### config.mk
export PLATFORM = sky130hd
export DESIGN_NAME = drum_transfer_unit
export DESIGN_NICKNAME = d
export VERILOG_FILES = /design/src/rtl/drum_transfer_unit.sv
export SDC_FILE = /design/constraint.sdc
export NUM_CORES = 1
export LEC_CHECK = 0
export ABC_AREA = 0
export BUFFER_PORTS_ARGS = -buffer_cell sky130_fd_sc_hd__buf_2
export CAP_MARGIN = 20
export CORE_MARGIN = 5
export CORE_UTILIZATION = 43
export CTS_CLUSTER_DIAMETER = 40
export DETAILED_ROUTE_END_ITERATION = 6
export PLACE_DENSITY = 0.9
export SLEW_MARGIN = 20
export SYNTH_ARGS = -nofsm -noshare
export SYNTH_HDL_FRONTEND = slang
export SYNTH_SLANG_ARGS = --single-unit
### constraint.sdc
create_clock -name w_CLK -period 2.5 [get_ports w_CLK]
set_input_delay 0.125 -clock w_CLK [delete_from_list [all_inputs] [get_ports w_CLK]]
set_output_delay 0.125 -clock w_CLK [all_outputs]
set_load 0.02 [all_outputs]
### src/rtl/drum_transfer_unit.sv
// Drum transfer unit: moves one tube page between main store and a drum track,
// issuing a store scan beat after every word so beam rotation keeps advancing.
module drum_transfer_unit #(
  parameter int LINE_LENGTH     = 40,
  parameter int INSTR_ADDR_BITS = 10,
  parameter int TUBE_DEPTH      = 32,
  parameter int N_TUBES         = 2,
  parameter int TRACK_BITS      = 8
) (
  input  logic                       w_CLK,
  input  logic                       w_RST,
  input  logic                       w_START,
  input  logic                       w_DIR,
  input  logic [4:0]                 b_TUBE_SEL,
  input  logic [TRACK_BITS-1:0]      b_TRACK_SEL,
  input  logic                       w_BUS_GNT,
  output logic                       w_BUS_REQ,
  output logic                       ready_out,
  output logic                       ready_in,
  output logic                       w_HS,
  output logic [INSTR_ADDR_BITS-1:0] b_MS_ADDR,
  output logic [LINE_LENGTH-1:0]     b_MS_ZERO,
  output logic [LINE_LENGTH-1:0]     b_MS_DATA_IN,
  input  logic [LINE_LENGTH-1:0]     b_MS_DATA_OUT,
  output logic [TRACK_BITS-1:0]      b_DRUM_TRACK,
  output logic [LINE_LENGTH-1:0]     b_DRUM_WDATA,
  output logic                       w_DRUM_WVALID,
  input  logic                       w_DRUM_WREADY,
  input  logic [LINE_LENGTH-1:0]     b_DRUM_RDATA,
  input  logic                       w_DRUM_RVALID,
  output logic                       w_DRUM_RREADY,
  output logic                       w_BUSY,
  output logic                       w_DONE
);

  localparam int WORD_BITS = INSTR_ADDR_BITS - 5;
  localparam logic [WORD_BITS-1:0] LAST_WORD = WORD_BITS'(TUBE_DEPTH - 1);

  typedef enum logic [2:0] {
    S_IDLE,
    S_RD_BEAT,
    S_RD_CAPT,
    S_DRUM_PUSH,
    S_WR_WAIT,
    S_WR_BEAT,
    S_SCAN,
    S_DONE
  } state_t;

  state_t                  state_reg, state_next;
  logic                    dir_reg, dir_next;
  logic [4:0]              tube_reg, tube_next;
  logic [TRACK_BITS-1:0]   track_reg, track_next;
  logic [WORD_BITS-1:0]    count_reg, count_next;
  logic [LINE_LENGTH-1:0]  buf_reg, buf_next;
  logic                    zero_all;
  logic [INSTR_ADDR_BITS-1:0] page_addr;

  always_ff @(posedge w_CLK) begin
    if (w_RST) begin
      state_reg <= S_IDLE;
      dir_reg   <= 1'b0;
      tube_reg  <= '0;
      track_reg <= '0;
      count_reg <= '0;
      buf_reg   <= '0;
    end else begin
      state_reg <= state_next;
      dir_reg   <= dir_next;
      tube_reg  <= tube_next;
      track_reg <= track_next;
      count_reg <= count_next;
      buf_reg   <= buf_next;
    end
  end

  assign page_addr    = {tube_reg, count_reg};
  assign b_DRUM_TRACK = track_reg;
  assign w_BUSY       = (state_reg != S_IDLE) && (state_reg != S_DONE);

  // Write beats replace the whole line, so the zero mask is all-or-nothing.
  generate
    for (genvar gi = 0; gi < LINE_LENGTH; gi++) begin : g_zero
      assign b_MS_ZERO[gi] = zero_all;
    end
  endgenerate

  always_comb begin
    state_next    = state_reg;
    dir_next      = dir_reg;
    tube_next     = tube_reg;
    track_next    = track_reg;
    count_next    = count_reg;
    buf_next      = buf_reg;
    w_BUS_REQ     = 1'b0;
    ready_out     = 1'b0;
    ready_in      = 1'b0;
    w_HS          = 1'b0;
    b_MS_ADDR     = '0;
    zero_all      = 1'b0;
    b_MS_DATA_IN  = '0;
    b_DRUM_WDATA  = '0;
    w_DRUM_WVALID = 1'b0;
    w_DRUM_RREADY = 1'b0;
    w_DONE        = 1'b0;

    case (state_reg)
      S_IDLE: begin
        if (w_START) begin
          dir_next   = w_DIR;
          tube_next  = b_TUBE_SEL;
          track_next = b_TRACK_SEL;
          count_next = '0;
          if ({1'b0, b_TUBE_SEL} >= 6'(N_TUBES)) begin
            state_next = S_DONE;
          end else begin
            state_next = w_DIR ? S_RD_BEAT : S_WR_WAIT;
          end
        end
      end

      S_RD_BEAT: begin
        w_BUS_REQ = 1'b1;
        if (w_BUS_GNT) begin
          ready_out  = 1'b1;
          b_MS_ADDR  = page_addr;
          state_next = S_RD_CAPT;
        end
      end

      // Store read data arrives one cycle after the read beat.
      S_RD_CAPT: begin
        buf_next   = b_MS_DATA_OUT;
        state_next = S_DRUM_PUSH;
      end

      S_DRUM_PUSH: begin
        w_DRUM_WVALID = 1'b1;
        b_DRUM_WDATA  = buf_reg;
        if (w_DRUM_WREADY) begin
          state_next = S_SCAN;
        end
      end

      S_WR_WAIT: begin
        w_DRUM_RREADY = 1'b1;
        if (w_DRUM_RVALID) begin
          buf_next   = b_DRUM_RDATA;
          state_next = S_WR_BEAT;
        end
      end

      S_WR_BEAT: begin
        w_BUS_REQ = 1'b1;
        if (w_BUS_GNT) begin
          ready_in     = 1'b1;
          b_MS_ADDR    = page_addr;
          zero_all     = 1'b1;
          b_MS_DATA_IN = buf_reg;
          state_next   = S_SCAN;
        end
      end

      S_SCAN: begin
        w_BUS_REQ = 1'b1;
        if (w_BUS_GNT) begin
          ready_in = 1'b1;
          w_HS     = 1'b1;
          if (count_reg == LAST_WORD) begin
            count_next = '0;
            state_next = S_DONE;
          end else begin
            count_next = count_reg + 1'b1;
            state_next = dir_reg ? S_RD_BEAT : S_WR_WAIT;
          end
        end
      end

      S_DONE: begin
        w_DONE     = 1'b1;
        state_next = S_IDLE;
      end

      default: state_next = S_IDLE;
    endcase
  end

endmodule

* Yosys cells after proc, flatten, opt, wreduce, memory -nomap -nowiden *
Cells that the tools add are included.

cells by class
  mux-type cells = 31
  add/sub/neg operators = 1
  equal/unequal tests = 15
  reductions and logical operators = 12
  magnitude comparators = 1

operators with widths
  operator                                                               count
  40-bit 2-to-1 mux                                                      4
  40-bit one-hot mux with 2 select lines                                 1
  3-bit 2-to-1 mux                                                       10
  3-bit one-hot mux with 8 select lines                                  1
  10-bit 2-to-1 mux                                                      2
  5-bit 2-to-1 mux                                                       3
  3-bit == test, second input constant                                   4
  2-bit inequality test, second input constant                           6
  5-bit one-hot mux with 2 select lines                                  1
  1-bit 2-to-1 mux                                                       9
  3-bit by 2-bit == test with 1-bit output, second input constant        2
  6-bit AND reduction                                                    1
  5-bit by 1-bit adder with 5-bit output, second input constant          1
  5-bit == test, second input constant                                   1
  5-bit by 2-bit >= comparator with 1-bit output, second input constant  1
  2-bit AND reduction                                                    2
  2-bit nonzero test                                                     2
  2-bit OR reduction                                                     2
  3-bit by 1-bit == test with 1-bit output, second input constant        1
  3-bit zero test                                                        1
  3-bit inequality test, second input constant                           1
  3-bit AND reduction                                                    1
  3-bit nonzero test                                                     1
  3-bit OR reduction                                                     1
  1-bit logical AND                                                      1

word-level totals
  bits of input ports = 100
  flip-flop bits (word level) = 62
  logic and storage cells = 66

* Logic depth before layout (Yosys ltp) *
  word-level depth = 4
  depth in mapped cells = 7
  depth with buffers taken out = 7

* Worst setup path after synthesis *
OpenSTA, ideal clock, no wires.

  path kind = reg-to-output
  start = register state_reg[1]
  end = output port ready_in
  arrival = 1.894 ns
  path buffers = 1
  stages on the path, launching flop included = 6
  slack = 0.481 ns
  cells stage by stage = dfxtp_1 > buf_4 > inv_2 > and3_1 > and2_1 > or2_1

between the ends
  longest elaborated chain between the ends = 3
  elaborated cells on any way between the ends = 4
  those cells by class = eq/ne: 2; mux: 1; reduce/logical: 1

RTL lines
  element                           RTL line  RTL
  start: declaration                50        state_t state_reg, state_next;
  start signal: assignment          68        state_reg <= state_next;
  3-bit == test                     107       case (state_reg)
  2-bit OR reduction (no line) (*)  n/a
  1-bit 2-to-1 mux (*)              n/a
  end: declaration                  19        output logic ready_in,

Mark *: on every way between the ends. The rest lies on a longest branch, timed or not.

* Worst setup path in the final report *
Same ends and word-level chain as after synthesis.

==> flow_summary.ini <==
[outcome]
status = finished, final reports clean

[route]
wl_met1_um = 4360
vias = 3990
totalWireLength_um = 11600
wl_per_cell_um = 15.0
viasPerCell = 5.16
drcViolationCount = 0
met2WireLength_um = 5920
top_layer_used = met4
drtPass1Iterations = 4
met3WireLength_um = 1050
antenna_left = 0
drt_iter0_drc = 122

[layout]
multiInputGateArea_um2 = 2140
area_growth_pct = 29.9
ff_latch_area_um2 = 1240
final_common_cell = buf_2
final_cells = 773
fin_nets = 762
mostFrequentLayoutCells = buf_2, dfxtp_1, and2_1
n_antenna_cell = 0
largest_reg_flops = 40
fill_cells = 784
drive_gt1_frac = 0.435
utilization = 0.576

[logic_synthesis]
synth_edf_count = 0
postSynthAreaPerCell_um2 = 8.26
seq_area_frac_synth = 0.318
synth-seq-cells = 62
yosys_warnings = 0
syn_nets = 575
syn_area_um2 = 3910
synth-async-reset-ratio = 0
synthCells = 473
synth-main-ff-cell = dfxtp_1
synth_cell_types = 49

[place]
place_congestion = 0.882
dp_cells = 757
port_buffers = 245
post-place-ws_ns = 0.540
hpwl_um = 9080

[worst_setup_path]
arrival_ns = 2.06
cp-end-kind = output port
critPathRequiredTime_ns = 2.38
worst_setup_path_start_kind = register
path_max_fanout = 41
crit_type = register to output port

[sta]
holdWs_ns = 0.0252
fmax_mhz = 458
post-route-period-util = 0.873
rsz0062_at_grt = no
setup-tns-final_ns = 0
skew_ns = 0.00972
min_period_ns = 2.18
relSlewSlack = 0.516
setup_viol = 0
maxSlewViolCount = 0
finalWorstSetupSlack_ns = 0.318
tightestPinTransition_ns = 0.720
finalHoldViolations = 0

[global_route]
grt_max_degree = 45
antenna_found_initial = 0
track_usage = 0.202
grt_pass1_vias = 4023
grt-ovfl-total = 0
grt_pass1_wl_um = 18600

[power_and_ir_drop]
power_density_nw_per_um2 = 985
peakVddDrop_mv = 0.358
p_leak_nw = 2.74

[die]
die_w_um = 105
die_y_um = 105
top_level_ports = 246
die-area_um2 = 11100
core-area_um2 = 8810
row_count = 34
initial_utilization = 0.444

[clock_tree]
cts_tree = done
numCtsBuffers = 9
clkLatencyLatePin_ns = 0.33
h-tree-depth = 3
cts_root_buffer = clkbuf_8
clock_sinks = 62
clk_pin_slew_ns = 0.07
cts_max_path_buffers = 2

[job]
drv_cap = 0

[worst_hold_path]
hold_class = input pin to register
-- metal layers --
metal	global-route usage	vias up
li1	-	1965
met4	0.0928	0
met3	0.0599	27
met2	0.362	193
met1	0.217	1805
met5	0	-
-- Yosys cell counts, types with 2 or more instances --
master	n	area share
inv_1	3	0.0029
nand2_1	31	0.030
nor3_1	2	0.0026
nand2b_1	4	0.0064
buf_6	5	0.014
dfxtp_1	62	0.32
o21ai_0	2	0.0026
or3_1	2	0.0032
buf_4	43	0.083
o21ai_1	2	0.0026
nand3_1	3	0.0038
a211oi_1	40	0.077
ha_1	2	0.0064
a21oi_1	21	0.027
clkbuf_1	25	0.024
nor3b_1	2	0.0038
nand3b_1	2	0.0038
nor2_1	46	0.044
and2_1	55	0.088
mux2i_1	42	0.11
and3_1	43	0.069
nor2b_1	2	0.0032
buf_2	8	0.010
-- worst paths after layout --
check | start | to | slack [ns] | cells past startpoint
setup / recovery | state_reg[1] | ready_in | 0.32 | 7
hold reg to reg | tube_reg[4] | tube_reg[4] | 0.45 | 2
setup reg to reg | state_reg[1] | buf_reg[37] | 0.67 | 6
hold / removal | b_TUBE_SEL[0] | tube_reg[0] | 0.03 | 3
-- critical path, stage by stage (launching register included) --
cell and delay (ns):
dfxtp_2 0.44, inv_2 0.10, and3_1 0.19, buf_4 0.21
and2_1 0.18, buf_4 0.21, or2_1 0.24, buf_2 0.15
-- what timing repair did --
item                       in CTS  in global routing
hold buffers                    0                  0
setup endpoints to repair       0                  1
setup buffers                   0                  0
resized for setup               0                  2
-- logic make-up after synthesis --
| group | synth area share |
|---|---|
| DFF | 0.318 |
| buffers and inverters | 0.136 |
| and+or+nand+nor | 0.289 |
| AOI/OAI and AO/OA | 0.137 |
| muxes | 0.113 |
| adders and majority gates | 0.00640 |
-- cell type report --
class / count / share of cell area
multi-input cells: 325 / 0.422
flip-flops and latches: 62 / 0.245
repair buffers: 258 / 0.266
clock inverters: 6 / 0.0121
well taps: 108 / 0.0266
clock buffers: 10 / 0.0251
inverters: 4 / 0.00296
-- power breakdown --
part	internal (mW)	switching [mW]	leakage, nW	total [mW]
clock	0.458	0.379	0.0964	0.838
sequential	1.37	0.329	0.510	1.70
combinational	0.975	1.48	2.13	2.46
-- through the flow --
stage,area [um^2],total power [mW]
final,5070,5.00
after global routing,5070,5.40
after CTS,5070,5.03
after detailed placement,4880,4.17
after global placement,4880,4.05
after floorplan,3910,3.66
(Power assumes the default switching activity.)
